<file path="config.mk">
export PLATFORM = sky130hd
export DESIGN_NAME = imem_load_ctrl
export DESIGN_NICKNAME = d
export VERILOG_FILES = /design/src/rtl/imem_pkg.sv /design/src/rtl/imem_word_packer.sv /design/src/rtl/imem_load_ctrl.sv
export SDC_FILE = /design/constraint.sdc
export NUM_CORES = 1
export LEC_CHECK = 0
export ABC_AREA = 0
export CAP_MARGIN = 20
export CELL_PAD_IN_SITES_DETAIL_PLACEMENT = 2
export CELL_PAD_IN_SITES_GLOBAL_PLACEMENT = 2
export CORE_UTILIZATION = 21
export DETAILED_ROUTE_END_ITERATION = 10
export GPL_ROUTABILITY_DRIVEN = 0
export PLACE_DENSITY = 0.85
export SETUP_SLACK_MARGIN = 0.15
export SLEW_MARGIN = 0
export SYNTH_ARGS = -nofsm -noshare
export SYNTH_HDL_FRONTEND = slang
export SYNTH_SLANG_ARGS = --single-unit
</file>
<file path="constraint.sdc">
create_clock -name clk -period 2.4 [get_ports clk]
set_input_delay 0.48 -clock clk [delete_from_list [all_inputs] [get_ports clk]]
set_output_delay 0.48 -clock clk [all_outputs]
set_load 0.01 [all_outputs]
</file>
<file path="src/rtl/imem_pkg.sv">
// Shared constants and state encoding for the instruction-memory
// load controller.
package imem_pkg;

   localparam int          DEPTH  = 1024;
   localparam int          ADDR_W = 10;
   localparam logic [31:0] NOP    = 32'h0000_0013;

   typedef enum logic [1:0] {
      RUN   = 2'd0,
      LOAD  = 2'd1,
      WRITE = 2'd2,
      DRAIN = 2'd3
   } state_e;

endpackage

</file>
<file path="src/rtl/imem_word_packer.sv">
// Packs loader bytes little-endian into one 32-bit word.
module imem_word_packer (
   input  logic        clk,
   input  logic        rst_n,
   input  logic        take_i,
   input  logic        clear_i,
   input  logic [7:0]  data_i,
   output logic [31:0] word_o,
   output logic        last_o,
   output logic        full_o
);

   logic [1:0]  cnt_q;
   logic [31:0] sh_q;
   logic        full_q;

   // Each byte enters at the top, so byte 0 ends up in bits [7:0].
   always_ff @(posedge clk or negedge rst_n) begin
      if (!rst_n) begin
         cnt_q  <= '0;
         sh_q   <= '0;
         full_q <= 1'b0;
      end else if (clear_i) begin
         cnt_q  <= '0;
         full_q <= 1'b0;
      end else if (take_i) begin
         sh_q   <= {data_i, sh_q[31:8]};
         cnt_q  <= cnt_q + 2'd1;
         full_q <= (cnt_q == 2'd3);
      end
   end

   assign word_o = sh_q;
   assign last_o = (cnt_q == 2'd3);
   assign full_o = full_q;

endmodule

</file>
<file path="src/rtl/imem_load_ctrl.sv">
// Shares the instruction-memory port between core fetch and a
// byte-stream program loader.
module imem_load_ctrl
   import imem_pkg::*;
(
   input  logic              clk,
   input  logic              rst_n,
   input  logic [31:0]       fetch_pc,
   output logic [31:0]       fetch_instr,
   output logic              fetch_valid,
   output logic              fetch_err,
   output logic              core_stall,
   input  logic              load_start,
   input  logic [ADDR_W:0]   load_words,
   input  logic              load_abort,
   input  logic              byte_valid,
   input  logic [7:0]        byte_data,
   output logic              byte_ready,
   output logic              load_done,
   output logic              load_err,
   output logic              mem_en,
   output logic              mem_we,
   output logic [ADDR_W-1:0] mem_addr,
   output logic [31:0]       mem_wdata,
   input  logic [31:0]       mem_rdata
);

   localparam logic [ADDR_W:0] DEPTH_W  = (ADDR_W+1)'(DEPTH);
   localparam logic [31:0]     PC_LIMIT = 32'(DEPTH * 4);

   state_e            state_q, state_d;
   logic [ADDR_W-1:0] idx_q, idx_d;
   logic [ADDR_W:0]   n_q, n_d, idx_nxt;
   logic              active_q;
   logic              fvalid_q, fvalid_d;
   logic              ferr_q, ferr_d;
   logic              rd_ok_q, rd_ok_d;
   logic              pc_bad, byte_take, pk_clear;
   logic              pk_last, pk_full;
   logic [31:0]       pk_word;

   assign pc_bad    = (fetch_pc[1:0] != 2'b00) || (fetch_pc >= PC_LIMIT);
   assign byte_take = (state_q == LOAD) && byte_valid && !load_abort;
   assign idx_nxt   = {1'b0, idx_q} + {{ADDR_W{1'b0}}, 1'b1};

   imem_word_packer u_packer (
      .clk     (clk),
      .rst_n   (rst_n),
      .take_i  (byte_take),
      .clear_i (pk_clear),
      .data_i  (byte_data),
      .word_o  (pk_word),
      .last_o  (pk_last),
      .full_o  (pk_full)
   );

   always_ff @(posedge clk or negedge rst_n) begin
      if (!rst_n) begin
         state_q  <= RUN;
         idx_q    <= '0;
         n_q      <= '0;
         active_q <= 1'b0;
         fvalid_q <= 1'b0;
         ferr_q   <= 1'b0;
         rd_ok_q  <= 1'b0;
      end else begin
         state_q  <= state_d;
         idx_q    <= idx_d;
         n_q      <= n_d;
         active_q <= 1'b1;
         fvalid_q <= fvalid_d;
         ferr_q   <= ferr_d;
         rd_ok_q  <= rd_ok_d;
      end
   end

   always_comb begin
      state_d    = state_q;
      idx_d      = idx_q;
      n_d        = n_q;
      fvalid_d   = 1'b0;
      ferr_d     = 1'b0;
      rd_ok_d    = 1'b0;
      mem_en     = 1'b0;
      mem_we     = 1'b0;
      mem_addr   = fetch_pc[ADDR_W+1:2];
      mem_wdata  = pk_word;
      byte_ready = 1'b0;
      load_done  = 1'b0;
      load_err   = 1'b0;
      core_stall = 1'b1;
      pk_clear   = 1'b1;
      unique case (state_q)
         RUN: begin
            core_stall = 1'b0;
            mem_en     = active_q && !pc_bad;
            fvalid_d   = active_q;
            ferr_d     = active_q && pc_bad;
            rd_ok_d    = mem_en;
            if (load_start && (load_words != '0)) begin
               state_d = LOAD;
               idx_d   = '0;
               n_d     = (load_words > DEPTH_W) ? DEPTH_W : load_words;
            end
         end
         LOAD: begin
            byte_ready = 1'b1;
            pk_clear   = load_abort;
            if (load_abort) begin
               load_err = 1'b1;
               state_d  = RUN;
            end else if (byte_take && pk_last) begin
               state_d = WRITE;
            end
         end
         WRITE: begin
            mem_en   = pk_full;
            mem_we   = pk_full;
            mem_addr = idx_q;
            if (load_abort) begin
               load_err = 1'b1;
               state_d  = RUN;
            end else if (idx_nxt == n_q) begin
               state_d = DRAIN;
            end else begin
               idx_d   = idx_nxt[ADDR_W-1:0];
               state_d = LOAD;
            end
         end
         DRAIN: begin
            load_done = 1'b1;
            state_d   = RUN;
         end
         default: state_d = RUN;
      endcase
   end

   // Fetch results are only presented while the core owns the port.
   assign fetch_valid = fvalid_q && (state_q == RUN);
   assign fetch_err   = ferr_q && (state_q == RUN);
   assign fetch_instr = rd_ok_q ? mem_rdata : NOP;

endmodule

</file>
==> flow_summary.yaml <==
setup_path:
  endpoint_kind: "flop"
  crit_path_max_fanout: 5
  worstPathArrival_ns: 2.71
  crit_family: "compound AO/OA/AOI/OAI gates"
  cp.buffers_inverters: 2
  crit_slowest_cell: "dfrtp_2"
  crit_chain: "buf_6, and3_4, a21boi_2, or3b_4, a21oi_4, o2111a_2, buf_6, mux2_4, o211ai_1"
  worstPathRequired_ns: 2.64
  start_kind: "flop"
  path_class: "flop to flop"
  crit_top_cell: "buf_6"
  critPathMaxStageDelay_ns: 0.45
yosys:
  synth_nets: 427
  async_reset_ff_frac: 1.00
  synth_top_area_cell: "dfrtp_1"
  yosys_most_used_dff: "dfrtp_1"
  synth_edf_count: 0
  yosys-top-cells-count: "dfrtp_1 (62), and2_1 (38), mux2_2 (37), nand2_1 (28), o21ai_0 (18)"
  yosys_warnings: 0
  syn-cell-area_sq_um: 3470
  synth-seq-cells: 62
  syn_area_per_cell_sq_um: 10.4
  synth-seq-area-share: 0.447
  yosys-top-cells-area: "dfrtp_1 (45%), mux2_2 (12%), and2_1 (6.8%)"
  synthMostInstantiatedCell: "dfrtp_1"
  yosysUniqueCellTypes: 56
  synth_top_area_frac: 0.447
  synth_cells: 333
power:
  power-per-cell-area_nw_per_um2: 962
  leakage_nw: 2.96
  p_seq_frac: 0.277
  p_clk_frac: 0.225
  comb_power_share: 0.498
  p_int_w: 0.00423
  max-vdd-ir-drop_mv: 0.673
  p_switching_w: 0.00226
  finalPower_w: 0.00649
  swShare: 0.349
sta:
  worst_clock_skew_ns: 0.00898
  fin_crit_sh: 1.03
  hold_ws_ns: 0.106
  rsz0062_at_grt: "yes"
  fmax_mhz: 405
  tightest_slew_ns: 0.511
  max_slew_margin: 0.659
  finalSetupViolations: 5
  fin_ws_ns: -0.0684
  fin_crit_ns: 2.47
  hold_violations: 0
  drv_slew: 0
cts:
  numCtsBuffers: 9
  clockBufferDepth: 2
  clk_pin_slew_ns: 0.06
  clock-root-buffer: "clkbuf_16"
  cts_tree: "done"
  cts_max_level: 3
  cts_sinks: 62
  clk_latency_ns: 0.34
routing:
  dr.pass1.iters: 3
  routed_via_density: 4.48
  drt-initial-drc-count: 77
  drc: 0
  drt-total-wl_microns: 16200
  wl_per_cell_microns: 20.0
  antenna_left: 0
  via_count: 3636
run_status:
  violations: "setup timing"
  status: "finished with violations"
die:
  die_h_microns: 131
  die_w_microns: 131
  die_area_sq_um: 17000
  core-area_sq_um: 16000
  top_level_ports: 170
  start_util: 0.217
  rows: 46
final_layout:
  fill_cells: 1718
  syn2layout_area_growth_pct: 94.3
  nets: 683
  drive_gt1_frac: 0.399
  utilization: 0.421
place:
  io_buffers: 169
  dp_hpwl_microns: 10100
grt:
  grt_pass1_vias: 4212
  grt_pass1_wl_microns: 23000
  overflow: 0
  grt_start_max_net_pins: 44
  antenna_found_initial: 1
  grt_usage: 0.182
flow_run:
  maxCapViolations: 0
worst_hold_path:
  hp-class: "input port to asynchronous set/reset pin"
==> registers in the layout, summed over array words and instances, names as in the netlist <==
name / count
active_q: 1
ferr_q: 1
fvalid_q: 1
idx_q: 10
n_q: 11
rd_ok_q: 1
state_q: 2
u_packer.cnt_q: 2
u_packer.full_o: 1
u_packer.word_o: 32
==> power by group through the flow <==
stage	Combinational (W)	Sequential, W	Clock (W)
CTS	0.00297	0.00179	0.00150
global placement	0.00242	0.00175	0
finish	0.00323	0.00180	0.00146
detailed placement	0.00255	0.00180	0
floorplan	0.00104	0.00184	0
global route	0.00346	0.00186	0.00156
==> cell families after synthesis <==
| group | count (synthesis) | share of synthesized area |
|---|---|---|
| and+or+nand+nor | 133 | 0.222 |
| DFF | 62 | 0.447 |
| muxes | 45 | 0.147 |
| xor gates and xnor gates | 11 | 0.0278 |
| other | 1 | 0.00108 |
| buffers and inverters | 30 | 0.0451 |
| AOI/OAI and AO/OA | 45 | 0.0883 |
| adders and majority gates | 6 | 0.0216 |
==> layout by cell type, fill, tap and decap left out, drive strengths merged, types with 11 or more instances in the layout <==
master and instances:
buf 102, clkdlybuf4s50 121, nor4 11, inv 12
mux2 37, nand2b 14, dlygate4sd2 16, clkbuf 25
and2 39, nand2 28, o21ai 19, dfrtp 62
==> layer usage <==
layer,part of all wire,track usage
met5,0,0
met4,0.033,0.0872
met3,0.059,0.0590
met2,0.56,0.350
met1,0.35,0.173
==> timing repair <==
item,CTS,global route
hold buffers,0,0
setup endpoints to repair,69,39
pin swaps,20,17
gates resized for setup,125,87
buffers inserted,30,16
cloned,1,0
==> stage by stage <==
stage,setup slack (ns),cells,setup TNS (ns),cell area [sq um]
global placement,-0.622,747,-5.19,5730
floorplan,0.211,333,0,3480
detailed placement,-0.668,747,-6.02,5730
CTS,-0.00642,794,-0.00642,6470
finish,-0.0684,811,-0.162,6740
global route,-0.121,810,-0.576,6740
==> worst paths after layout <==
path / start / end / slack [ns] / depth (start not counted)
max: idx_q[0] / idx_q[4] / -0.07 / 9
min: rst_n / state_q[1] / 0.11 / 1
max reg2reg: idx_q[0] / idx_q[4] / -0.07 / 9
min reg2reg: n_q[1] / n_q[1] / 0.50 / 2
max in group asynchronous: rst_n / idx_q[1] / 1.65 / 2
min in group clk: load_words[4] / n_q[4] / 0.42 / 3
==> final cells by class <==
type / instances / area [sq um] / share of cell area
multi-input cells: 242 / 2080 / 0.309
inverters: 10 / 40.0 / 0.00594
flip-flops and latches: 62 / 1560 / 0.231
well taps: 216 / 270 / 0.0401
repair buffers: 264 / 2460 / 0.364
clock inverters: 6 / 92.6 / 0.0137
clock buffers: 10 / 239 / 0.0354
diodes: 1 / 2.50 / 0.000371
Power figures use the tool's default switching activity.
